[src/rtl/ahb3lite_gpio_timer_slv_pkg.sv]
// Shared constants, register map, FSM state type and address-decode helpers
// for the AHB3-Lite GPIO/timer responder.
package ahb3lite_gpio_timer_slv_pkg;

    localparam logic [1:0] HTRANS_IDLE   = 2'b00;
    localparam logic [1:0] HTRANS_BUSY   = 2'b01;
    localparam logic [1:0] HTRANS_NONSEQ = 2'b10;
    localparam logic [1:0] HTRANS_SEQ    = 2'b11;

    localparam logic [2:0] HSIZE_BYTE = 3'd0;
    localparam logic [2:0] HSIZE_HALF = 3'd1;
    localparam logic [2:0] HSIZE_WORD = 3'd2;

    // register index = haddr[4:2]
    localparam logic [2:0] REG_LED_OUT  = 3'd0;
    localparam logic [2:0] REG_LED_SET  = 3'd1;
    localparam logic [2:0] REG_LED_CLR  = 3'd2;
    localparam logic [2:0] REG_BTN_IN   = 3'd3;
    localparam logic [2:0] REG_TIM_CNT  = 3'd4;
    localparam logic [2:0] REG_TIM_CMP  = 3'd5;
    localparam logic [2:0] REG_TIM_CTRL = 3'd6;
    localparam logic [2:0] REG_TIM_STAT = 3'd7;

    localparam int CTRL_EN     = 0;
    localparam int CTRL_IRQ_EN = 1;
    localparam int CTRL_AUTO   = 2;

    typedef enum logic [1:0] {S_IDLE, S_WAIT, S_ERR1, S_ERR2} state_t;

    function automatic logic is_illegal(logic [6:0] addr_hi, logic [1:0] addr_lo,
                                        logic [2:0] size);
        return (|addr_hi) || (size > HSIZE_WORD) ||
               ((size == HSIZE_HALF) && addr_lo[0]) ||
               ((size == HSIZE_WORD) && (|addr_lo));
    endfunction

    function automatic logic [31:0] lane_mask(logic [1:0] addr_lo, logic [2:0] size);
        case (size)
            HSIZE_BYTE: return 32'h0000_00FF << {addr_lo, 3'b000};
            HSIZE_HALF: return addr_lo[1] ? 32'hFFFF_0000 : 32'h0000_FFFF;
            default:    return 32'hFFFF_FFFF;
        endcase
    endfunction

endpackage

[src/rtl/ahb3lite_gpio_timer_slv_if.sv]
// AHB3-Lite slave-port bundle between interconnect (master side) and the
// GPIO/timer responder (slave side).
interface ahb3lite_gpio_timer_slv_if;
    logic        hsel_i;
    logic [31:0] haddr_i;
    logic [31:0] hwdata_i;
    logic [31:0] hrdata_o;
    logic        hwrite_i;
    logic [2:0]  hsize_i;
    logic [1:0]  htrans_i;
    logic        hready_i;
    logic        hreadyout_o;
    logic        hresp_o;

    modport slave (
        input  hsel_i, haddr_i, hwdata_i, hwrite_i, hsize_i, htrans_i, hready_i,
        output hrdata_o, hreadyout_o, hresp_o
    );

    modport master (
        output hsel_i, haddr_i, hwdata_i, hwrite_i, hsize_i, htrans_i, hready_i,
        input  hrdata_o, hreadyout_o, hresp_o
    );
endinterface

[src/rtl/ahb3lite_gpio_timer_slv_timer.sv]
// 32-bit prescaled up-counter with compare match, sticky flag and registered
// interrupt; all register writes arrive as strobes from the bus logic.
module cm0_timer_core
    import ahb3lite_gpio_timer_slv_pkg::*;
#(
    parameter int g_prescale = 1
) (
    input  logic        hclk_i,
    input  logic        rst_i,
    input  logic        i_cnt_we,
    input  logic [31:0] i_cnt_wdata,
    input  logic        i_cmp_we,
    input  logic [31:0] i_cmp_wdata,
    input  logic        i_ctrl_we,
    input  logic [2:0]  i_ctrl_wdata,
    input  logic        i_flag_clr,
    output logic [31:0] o_cnt,
    output logic [31:0] o_cmp,
    output logic [2:0]  o_ctrl,
    output logic        o_flag,
    output logic        o_irq
);
    localparam logic [15:0] LP_PRE_LAST = 16'(g_prescale - 1);

    logic [15:0] r_pre;
    logic [31:0] r_cnt;
    logic [31:0] r_cmp;
    logic [2:0]  r_ctrl;
    logic        r_flag;
    logic        r_irq;
    logic        w_tick;
    logic        w_match;

    assign w_tick  = r_ctrl[CTRL_EN] && (r_pre == LP_PRE_LAST);
    assign w_match = w_tick && (r_cnt == r_cmp);

    always_ff @(posedge hclk_i) begin
        if (rst_i) begin
            r_pre  <= '0;
            r_cnt  <= '0;
            r_cmp  <= '0;
            r_ctrl <= '0;
            r_flag <= 1'b0;
            r_irq  <= 1'b0;
        end else begin
            // a bus write to CNT wins over counting and restarts the prescaler
            if (i_cnt_we) begin
                r_cnt <= i_cnt_wdata;
                r_pre <= '0;
            end else if (r_ctrl[CTRL_EN]) begin
                r_pre <= w_tick ? '0 : r_pre + 16'd1;
                if (w_tick)
                    r_cnt <= (w_match && r_ctrl[CTRL_AUTO]) ? '0 : r_cnt + 32'd1;
            end
            if (i_cmp_we)
                r_cmp <= i_cmp_wdata;
            if (i_ctrl_we)
                r_ctrl <= i_ctrl_wdata;
            if (w_match)
                r_flag <= 1'b1;
            else if (i_flag_clr)
                r_flag <= 1'b0;
            r_irq <= r_flag && r_ctrl[CTRL_IRQ_EN];
        end
    end

    assign o_cnt  = r_cnt;
    assign o_cmp  = r_cmp;
    assign o_ctrl = r_ctrl;
    assign o_flag = r_flag;
    assign o_irq  = r_irq;
endmodule

[src/rtl/ahb3lite_gpio_timer_slv.sv]
// AHB3-Lite responder: LED register with set/clear aliases, synchronised
// buttons, and a prescaled compare timer; optional wait states and ERROR response.
module ahb3lite_gpio_timer_slv
    import ahb3lite_gpio_timer_slv_pkg::*;
#(
    parameter int g_wait_states = 0,
    parameter int g_led_width   = 8,
    parameter int g_btn_width   = 1,
    parameter int g_prescale    = 1
) (
    input  logic                       hclk_i,
    input  logic                       rst_i,
    ahb3lite_gpio_timer_slv_if.slave   bus,
    input  logic [g_btn_width-1:0]     btn_i,
    output logic [g_led_width-1:0]     led_o,
    output logic                       irq_o
);
    localparam logic [1:0] LP_WAIT_INIT = 2'((g_wait_states > 0) ? g_wait_states - 1 : 0);

    state_t                 r_state;
    logic [1:0]             r_wait_cnt;
    logic                   r_hreadyout;
    logic                   r_hresp;
    logic                   r_pend;
    logic                   r_write;
    logic [2:0]             r_size;
    logic [4:0]             r_addr;
    logic [g_led_width-1:0] r_led;
    logic [g_btn_width-1:0] r_btn_meta;
    logic [g_btn_width-1:0] r_btn_sync;

    logic        w_accept;
    logic        w_illegal;
    logic        w_complete;
    logic        w_wr;
    logic        w_rd;
    logic [2:0]  w_reg;
    logic [31:0] w_mask;
    logic [31:0] w_wbits;
    logic [31:0] w_rdata;
    logic [31:0] w_tim_cnt;
    logic [31:0] w_tim_cmp;
    logic [2:0]  w_tim_ctrl;
    logic        w_tim_flag;
    logic        w_unused;

    assign w_accept   = bus.hsel_i && bus.hready_i && bus.htrans_i[1] && r_hreadyout;
    assign w_illegal  = is_illegal(bus.haddr_i[11:5], bus.haddr_i[1:0], bus.hsize_i);
    assign w_complete = r_pend && (r_state == S_IDLE);
    assign w_wr       = w_complete && r_write;
    assign w_rd       = w_complete && !r_write;
    assign w_reg      = r_addr[4:2];
    assign w_mask     = lane_mask(r_addr[1:0], r_size);
    assign w_wbits    = bus.hwdata_i & w_mask;
    assign w_unused   = &{1'b0, bus.haddr_i[31:12], bus.htrans_i[0]};

    always_ff @(posedge hclk_i) begin
        if (rst_i) begin
            r_state     <= S_IDLE;
            r_wait_cnt  <= '0;
            r_hreadyout <= 1'b1;
            r_hresp     <= 1'b0;
        end else begin
            case (r_state)
                S_IDLE, S_ERR2: begin
                    r_state     <= S_IDLE;
                    r_hreadyout <= 1'b1;
                    r_hresp     <= 1'b0;
                    if (w_accept) begin
                        if (w_illegal) begin
                            r_state     <= S_ERR1;
                            r_hreadyout <= 1'b0;
                            r_hresp     <= 1'b1;
                        end else if (g_wait_states > 0) begin
                            r_state     <= S_WAIT;
                            r_hreadyout <= 1'b0;
                            r_wait_cnt  <= LP_WAIT_INIT;
                        end
                    end
                end
                S_WAIT: begin
                    if (r_wait_cnt == 2'd0) begin
                        r_state     <= S_IDLE;
                        r_hreadyout <= 1'b1;
                    end else begin
                        r_wait_cnt <= r_wait_cnt - 2'd1;
                    end
                end
                S_ERR1: begin
                    r_state     <= S_ERR2;
                    r_hreadyout <= 1'b1;
                    r_hresp     <= 1'b1;
                end
                default: begin
                    r_state     <= S_IDLE;
                    r_hreadyout <= 1'b1;
                    r_hresp     <= 1'b0;
                end
            endcase
        end
    end

    // an overlapping address phase replaces the completing one
    always_ff @(posedge hclk_i) begin
        if (rst_i) begin
            r_pend  <= 1'b0;
            r_write <= 1'b0;
            r_size  <= '0;
            r_addr  <= '0;
        end else if (w_accept) begin
            r_pend  <= !w_illegal;
            r_write <= bus.hwrite_i;
            r_size  <= bus.hsize_i;
            r_addr  <= bus.haddr_i[4:0];
        end else if (w_complete) begin
            r_pend <= 1'b0;
        end
    end

    always_ff @(posedge hclk_i) begin
        if (rst_i) begin
            r_led      <= '0;
            r_btn_meta <= '0;
            r_btn_sync <= '0;
        end else begin
            r_btn_meta <= btn_i;
            r_btn_sync <= r_btn_meta;
            if (w_wr) begin
                case (w_reg)
                    REG_LED_OUT: r_led <= (r_led & ~w_mask[g_led_width-1:0]) |
                                          w_wbits[g_led_width-1:0];
                    REG_LED_SET: r_led <= r_led | w_wbits[g_led_width-1:0];
                    REG_LED_CLR: r_led <= r_led & ~w_wbits[g_led_width-1:0];
                    default:     r_led <= r_led;
                endcase
            end
        end
    end

    cm0_timer_core #(
        .g_prescale (g_prescale)
    ) u_timer (
        .hclk_i       (hclk_i),
        .rst_i        (rst_i),
        .i_cnt_we     (w_wr && (w_reg == REG_TIM_CNT)),
        .i_cnt_wdata  ((w_tim_cnt & ~w_mask) | w_wbits),
        .i_cmp_we     (w_wr && (w_reg == REG_TIM_CMP)),
        .i_cmp_wdata  ((w_tim_cmp & ~w_mask) | w_wbits),
        .i_ctrl_we    (w_wr && (w_reg == REG_TIM_CTRL)),
        .i_ctrl_wdata ((w_tim_ctrl & ~w_mask[2:0]) | w_wbits[2:0]),
        .i_flag_clr   (w_wr && (w_reg == REG_TIM_STAT) && w_wbits[0]),
        .o_cnt        (w_tim_cnt),
        .o_cmp        (w_tim_cmp),
        .o_ctrl       (w_tim_ctrl),
        .o_flag       (w_tim_flag),
        .o_irq        (irq_o)
    );

    always_comb begin
        w_rdata = '0;
        if (w_rd) begin
            case (w_reg)
                REG_LED_OUT:  w_rdata[g_led_width-1:0] = r_led;
                REG_BTN_IN:   w_rdata[g_btn_width-1:0] = r_btn_sync;
                REG_TIM_CNT:  w_rdata = w_tim_cnt;
                REG_TIM_CMP:  w_rdata = w_tim_cmp;
                REG_TIM_CTRL: w_rdata[2:0] = w_tim_ctrl;
                REG_TIM_STAT: w_rdata[0] = w_tim_flag;
                default:      w_rdata = '0;
            endcase
        end
    end

    assign bus.hrdata_o    = w_rdata;
    assign bus.hreadyout_o = r_hreadyout;
    assign bus.hresp_o     = r_hresp;
    assign led_o           = r_led;
endmodule

[src/flat_wrapper.sv]
// flat-port wrapper written by rule: the top's interface ports become plain ports
module ahb3lite_gpio_timer_slv_flat import ahb3lite_gpio_timer_slv_pkg::*;
#(
    parameter int g_wait_states = 0,
    parameter int g_led_width   = 8,
    parameter int g_btn_width   = 1,
    parameter int g_prescale    = 1
)
  (hclk_i, rst_i, btn_i, led_o, irq_o, bus_hsel_i, bus_haddr_i, bus_hwdata_i, bus_hwrite_i, bus_hsize_i, bus_htrans_i, bus_hready_i, bus_hrdata_o, bus_hreadyout_o, bus_hresp_o);
  ahb3lite_gpio_timer_slv_if bus_i ();
  input  logic hclk_i;
  input  logic rst_i;
  input  logic [g_btn_width-1:0] btn_i;
  output logic [g_led_width-1:0] led_o;
  output logic irq_o;
  input wire logic [$bits(bus_i.hsel_i)-1:0] bus_hsel_i;
  input wire logic [$bits(bus_i.haddr_i)-1:0] bus_haddr_i;
  input wire logic [$bits(bus_i.hwdata_i)-1:0] bus_hwdata_i;
  input wire logic [$bits(bus_i.hwrite_i)-1:0] bus_hwrite_i;
  input wire logic [$bits(bus_i.hsize_i)-1:0] bus_hsize_i;
  input wire logic [$bits(bus_i.htrans_i)-1:0] bus_htrans_i;
  input wire logic [$bits(bus_i.hready_i)-1:0] bus_hready_i;
  output wire logic [$bits(bus_i.hrdata_o)-1:0] bus_hrdata_o;
  output wire logic [$bits(bus_i.hreadyout_o)-1:0] bus_hreadyout_o;
  output wire logic [$bits(bus_i.hresp_o)-1:0] bus_hresp_o;
  assign bus_i.hsel_i = bus_hsel_i;
  assign bus_i.haddr_i = bus_haddr_i;
  assign bus_i.hwdata_i = bus_hwdata_i;
  assign bus_i.hwrite_i = bus_hwrite_i;
  assign bus_i.hsize_i = bus_hsize_i;
  assign bus_i.htrans_i = bus_htrans_i;
  assign bus_i.hready_i = bus_hready_i;
  assign bus_hrdata_o = bus_i.hrdata_o;
  assign bus_hreadyout_o = bus_i.hreadyout_o;
  assign bus_hresp_o = bus_i.hresp_o;
  ahb3lite_gpio_timer_slv #(.g_wait_states(g_wait_states), .g_led_width(g_led_width), .g_btn_width(g_btn_width), .g_prescale(g_prescale)) u_core (.hclk_i(hclk_i), .rst_i(rst_i), .bus(bus_i), .btn_i(btn_i), .led_o(led_o), .irq_o(irq_o));
endmodule
[config.mk]
export PLATFORM = sky130hd
export DESIGN_NAME = ahb3lite_gpio_timer_slv_flat
export DESIGN_NICKNAME = d
export VERILOG_FILES = /design/src/rtl/ahb3lite_gpio_timer_slv_pkg.sv /design/src/rtl/ahb3lite_gpio_timer_slv_if.sv /design/src/rtl/ahb3lite_gpio_timer_slv_timer.sv /design/src/rtl/ahb3lite_gpio_timer_slv.sv /design/src/flat_wrapper.sv
export SDC_FILE = /design/constraint.sdc
export NUM_CORES = 1
export LEC_CHECK = 0
export ABC_AREA = 1
export CAP_MARGIN = 20
export CELL_PAD_IN_SITES_DETAIL_PLACEMENT = 1
export CELL_PAD_IN_SITES_GLOBAL_PLACEMENT = 1
export CORE_MARGIN = 2
export CORE_UTILIZATION = 35
export DETAILED_ROUTE_END_ITERATION = 8
export DONT_BUFFER_PORTS = 1
export PLACE_DENSITY = 0.71
export SLEW_MARGIN = 20
export SYNTH_ARGS = -nofsm -noshare
export SYNTH_HDL_FRONTEND = slang
export SYNTH_SLANG_ARGS = --single-unit
[constraint.sdc]
create_clock -name hclk_i -period 2.1 [get_ports hclk_i]
set_input_delay 0.315 -clock hclk_i [delete_from_list [all_inputs] [get_ports hclk_i]]
set_output_delay 0.315 -clock hclk_i [all_outputs]
set_load 0.005 [all_outputs]
# Word-level counts from Yosys, hierarchy flattened

Cells that the tools add are included.

$add $sub $neg: 3
Multiply operators: 0
Divide/modulo/power cells: 0
Order comparisons: 1
Equal/unequal tests: 15
Shifts and indexed selects: 1
Mux-type cells: 28
Bitwise gates (word level): 16
Reductions and logical operators: 40

Operators by type and width:

| operator                                          | count |
|---|---|
| 2-to-1 mux 32 bit                                 | 6 |
| bitwise AND 32 bit                                | 3 |
| bitwise OR 32 bit                                 | 2 |
| case mux 32 bit (2 select lines)                  | 1 |
| case mux 24 bit (2 select lines)                  | 1 |
| adder 32 x 1 -> 32 bit (second input constant)    | 1 |
| == test 32 bit                                    | 1 |
| NOT 32 bit                                        | 1 |
| << shifter 8 x 5 -> 32 bit (first input constant) | 1 |
| case mux 8 bit (3 select lines)                   | 1 |
| logical AND 1 bit                                 | 17 |
| adder 16 x 1 -> 16 bit (second input constant)    | 1 |
| bitwise AND 8 bit                                 | 2 |
| logical NOT 16 bit                                | 1 |
| 2-to-1 mux 16 bit                                 | 1 |
| NOT 8 bit                                         | 2 |
| bitwise OR 8 bit                                  | 2 |
| case mux 5 bit (3 select lines)                   | 1 |
| == test 3 bit (second input constant)             | 4 |
| nonzero test 2 bit                                | 5 |
| == test 3 x 1 -> 1 bit (second input constant)    | 3 |
| == test 3 x 2 -> 1 bit (second input constant)    | 3 |
| 2-to-1 mux 1 bit                                  | 9 |
| case mux 2 bit (4 select lines)                   | 1 |
| other kinds (22)                                  | 34 |

Flip-flop bits (word level): 111
Latch bits: 0
Memory bits (writable): 0
Memory bits (read-only): 0
Input port bits: 75
Output and inout port bits: 43
Word-level logic and storage cells: 121
Memories kept: 0

# Logic depth before layout (Yosys ltp)

Word-level depth: 8
Mapped depth: 13
Depth with buffers taken out: 12

# Modules after synthesis

A second synthesis with hierarchy kept.

Cells, all modules: 1301
Area, all modules: 7731.2 um^2

Modules (own cells, without submodules):

| module                  | instances | cells each | area an instance (um^2) |
|---|---|---|---|
| cm0_timer_core          | 1         | 822        | 5068.6 |
| ahb3lite_gpio_timer_slv | 1         | 479        | 2662.6 |

# Worst setup path after synthesis

No wires, ideal clock.

Kind: reg-to-output
Start: reg u_core.r_state[0]
End: out bus_hrdata_o[21]
Data arrival time: 1.485 ns
Required time: 1.785 ns
Slack: 0.300 ns
Stages on the path, launching flop included: 8
Cells stage by stage: dfxtp_1 > inv_1 > ha_1 > nand2_1 > nor2_1 > clkinv_1 > clkbuf_1 > a21oi_1

Cells in the longest elaborated chain, start to end: 4

RTL lines:

| what                   | line                           | RTL |
|---|---|---|
| from (decl)            | ahb3lite_gpio_timer_slv.sv:20  | `state_t r_state;` |
| from (signal assigned) | ahb3lite_gpio_timer_slv.sv:59  | `r_state <= S_IDLE;` |
| from (signal assigned) | ahb3lite_gpio_timer_slv.sv:66  | `r_state <= S_IDLE;` |
| from (signal assigned) | ahb3lite_gpio_timer_slv.sv:71  | `r_state <= S_ERR1;` |
| logical NOT 2 bit      | ahb3lite_gpio_timer_slv.sv:49  | `assign w_complete = r_pend && (r_state == S_IDLE);` |
| logical AND 1 bit      | ahb3lite_gpio_timer_slv.sv:49  |  |
| logical AND 1 bit      | ahb3lite_gpio_timer_slv.sv:51  | `assign w_rd = w_complete && !r_write;` |
| 2-to-1 mux 32 bit      | ahb3lite_gpio_timer_slv.sv:161 | `if (w_rd) begin` |
| to (decl)              | flat_wrapper.sv:23             | `output wire logic [$bits(bus_i.hrdata_o)-1:0] bus_hrdata_o;` |

Every way passes these cells.

# Worst setup path in the final report

Start: reg u_core.r_addr[4]
End: out bus_hrdata_o[0]

Cells in the longest elaborated chain, start to end: 3
Elaborated cells between the ends (all ways): 8
Those cells by class: 5 x eq/ne; 2 x mux; 1 x reduce/logical

RTL lines:

| what                                  | line                           | RTL |
|---|---|---|
| from (decl)                           | ahb3lite_gpio_timer_slv.sv:27  | `logic [4:0] r_addr;` |
| from (signal assigned)                | ahb3lite_gpio_timer_slv.sv:114 | `r_addr <= bus.haddr_i[4:0];` |
| == test 3 bit (tied with other cells) | ahb3lite_gpio_timer_slv.sv:162 | `case (w_reg)` |
| case mux 1 bit (6 select lines) (*)   | ahb3lite_gpio_timer_slv.sv:162 |  |
| 2-to-1 mux 32 bit (*)                 | ahb3lite_gpio_timer_slv.sv:161 |  |

Every way passes the cells marked *; elsewhere a longest branch is shown, timed or not.

==> out/results.tsv <==
metric	value	unit
outcome	completed	
Worst VDD drop	369	uV
clock skew	0.00924	ns
first-pass GRT wire length	38.2	mm
Mapped Cells	1088	
layout cells sized above 1	14.9	%
Core Box Area	19400	um^2
register bit total from synthesis	111	
number of synthesized flops with an enable pin	0	
die width	144	um
synthesized net count	1170	
PwrDens	539	nW/um^2
final WL	23.8	mm
clk slew on worst S/H paths	0.08	ns
Synth cell types	45	
Tightest Pin Transition	0.474	ns
Area Growth Syn to Fin	17.4	%
HP Class	input port to flip-flop	
CP top delay family	compound AO/OA/AOI/OAI gates	
Worst Setup Start Kind	flip-flop	
clock sink total	111	
IO buf count	0	
post-synth top area cell	dfxtp_1	
critical path's most frequent cell	buf_4	
initial antenna violation count	0	
# diodes	0	
RD Place Congestion	0.907	
Total GRT Usage	23.5	%
kind of critical path	flip-flop to output pin	
pre-CTS setup slack	0.0404	ns
nets	1214	
crit-path cells	buf_4, nand2_4, clkinv_4, a221oi_4, a31oi_2, buf_4	
worst stage delay on the critical path	0.35	ns
sequential fraction of the synthesis area	32.2	%
first-pass detailed-route iteration total	5	
Peak Freq	478	MHz
post-route clock period utilization	99.6	%
H-tree depth	3	
Crit path buffers/inverters	3	
CP Depth	6	
initial drt markers	393	
# IOs	118	
Worst-Skew Late Latency	0.36	ns
Total Power	4.37	mW
chip height	144	um
WP data required	1.78	ns
setup_tns	0	ns
DR WL/cell	17.0	um
Netlist Area Pre-Place	6910	um^2
internal reg-to-reg setup slack	0.16	ns
Final Hold Viols	0	
crit path max fanout	7	
final worst slack	0.00863	ns
Slew Limit Fails	0	
largest net degree at the start of global routing	43	
Most used DFF post-synth	dfxtp_1	
worst reg2reg path depth	12	
TritonCTS buffer count	9	
TritonCTS clock tree	done	
WP data arrival	1.78	ns
design area	8110	um^2
post-layout minimum cycle time	2.09	ns
routed via count	7251	
Clock Path Buffers	2	
top cells by count, synth	nand2_1, nor2_1, inv_1, dfxtp_1, a21oi_1	
grt ovf	0	
maxcap violations	0	
Critical Path End Type	output pin	
fraction of registers with async set/reset	0	%
Via density	5.18	
number of global-route vias before repair	7207	
Initial Util	35.6	%
Slew HR	68.3	%
Hold Path Origin	rst_i	
DRC Markers	0	
Root Driver	clkbuf_16	
synth top area cells	dfxtp_1, nand2_1, a21oi_1	
synthesized area per cell	6.35	um^2
Yosys top cell area share	32.2	%
RSZ-0062 raised after global routing	true	
Filler cells	2607	
Area after DPL	7520	um^2
antenna-violating nets left	0	
final setup vio count	0	
synth warn	0	
leakage	3.25	nW
die area	20900	um^2
Critical Path Start	u_core.r_addr[4]$_SDFFE_PP0P_	
most frequent cell after synthesis	nand2_1	
Worst Setup EP	bus_hrdata_o[0]	
half-perimeter wire length after placement	17.9	mm
slowest CP cell	dfxtp_4	
std cell rows	51	
## layout by cell type (no fill, tap or decap), types with 2 or more instances in the layout
cell type  netlist  layout
nand2_1        265     264
nor2_1         120     115
inv_1          118     114
dfxtp_1        111     106
a21oi_1        107      99
o21ai_0         86      84
buf_4            2      62
nand3_1         56      56
o21ai_1         29      30
xor2_1          25      25
nor3_1          22      22
inv_2           13      17
xnor2_1         14      14
nand2_2         11      11
nor2_2           7       9
nand4_1          9       9
clkbuf_16        0       9
a21oi_2          0       7
nor2_4           3       6
ha_1             7       5
o221ai_1         4       4
nor4_1           4       4
buf_6            5       4
nand3_2          3       3
nor4_2           3       3
clkinv_1         5       3
a211oi_2         3       3
nor3_2           3       3
dfxtp_2          0       3
bufinv_16        0       3
buf_12           0       3
clkinv_2         0       2
a221oi_1         3       2
o21ai_2          1       2
o31ai_1          2       2
nand4_2          2       2
nor3b_1          2       2
o21bai_1         2       2
dfxtp_4          0       2
## worst min-delay path by stage
stage,end,slack [ns],depth (start not counted)
5_1_grt,u_core.led_o[7]$_SDFFE_PP0P_,0.0002,1
6_report,flip-flop,0.01,1
2_1_floorplan,flip-flop,0.39,1
3_3_place_gp,flip-flop,0.39,1
4_1_cts,flip-flop,0.002,1
3_5_place_dp,flip-flop,0.39,1
## worst reg2reg max path, stage by stage, from the launching register on
cell,delay (ns)
dfxtp_2,0.45
ha_2,0.26
nand2_1,0.13
nor2_4,0.15
inv_2,0.09
nor2_4,0.21
nand3_2,0.13
nor2_1,0.12
nand2_1,0.07
nand2_1,0.07
inv_1,0.03
nand3_1,0.07
a21oi_1,0.06
## cells by family after synthesis
logic type / Yosys count / share of synthesized area (%)
DFF: 111 / 32.2
muxes: 1 / 0.145
buffers and inverters: 175 / 10.4
adders and majority gates: 7 / 1.27
xor gates and xnor gates: 39 / 4.94
and+or+nand+nor: 513 / 32.5
AOI/OAI and AO/OA: 242 / 18.6
## area by class of cell
cell class | instances | area (um^2) | share of cell area, %
Timing Repair Buffer | 71 | 596 | 7.35
Sequential cell | 111 | 2230 | 27.5
Clock inverter | 5 | 104 | 1.28
Inverter | 137 | 523 | 6.45
Multi-Input combinational cell | 802 | 4080 | 50.3
Tap cell | 265 | 332 | 4.09
Clock buffer | 10 | 239 | 2.95
## per-layer routing
| layer | up-vias | routed length [um] | track usage [%] |
|---|---|---|---|
| li1 | 3605 | - | - |
| met1 | 3482 | 10800 | 30.9 |
| met2 | 139 | 11400 | 39.0 |
| met3 | 25 | 1180 | 4.70 |
| met4 | 0 | 400 | 6.85 |
| met5 | - | 0 | 0 |
## per-stage QoR
stage,std cells,util [%],hold WS (ns)
global route,1401,41.8,0.000205
global placement,1376,38.8,0.388
floorplan,1088,-,0.388
CTS,1398,41.4,0.00247
finish,1401,41.8,0.0123
detailed placement,1376,38.8,0.390
## repair_timing
item | CTS | global route
pin swaps | 2 | 1
cloned | 1 | 0
hold endpoints to repair | 0 | 7
buffers inserted | 6 | 3
setup endpoints to repair | 32 | 60
hold buffers | 0 | 1
gates resized for setup | 25 | 22
## where the power goes
group	internal (mW)	switching [mW]
clock	1.20	0.836
combinational	0.0658	0.147
sequential	2.12	0.0118
total	3.38	0.995
Power figures use the tool's default switching activity.
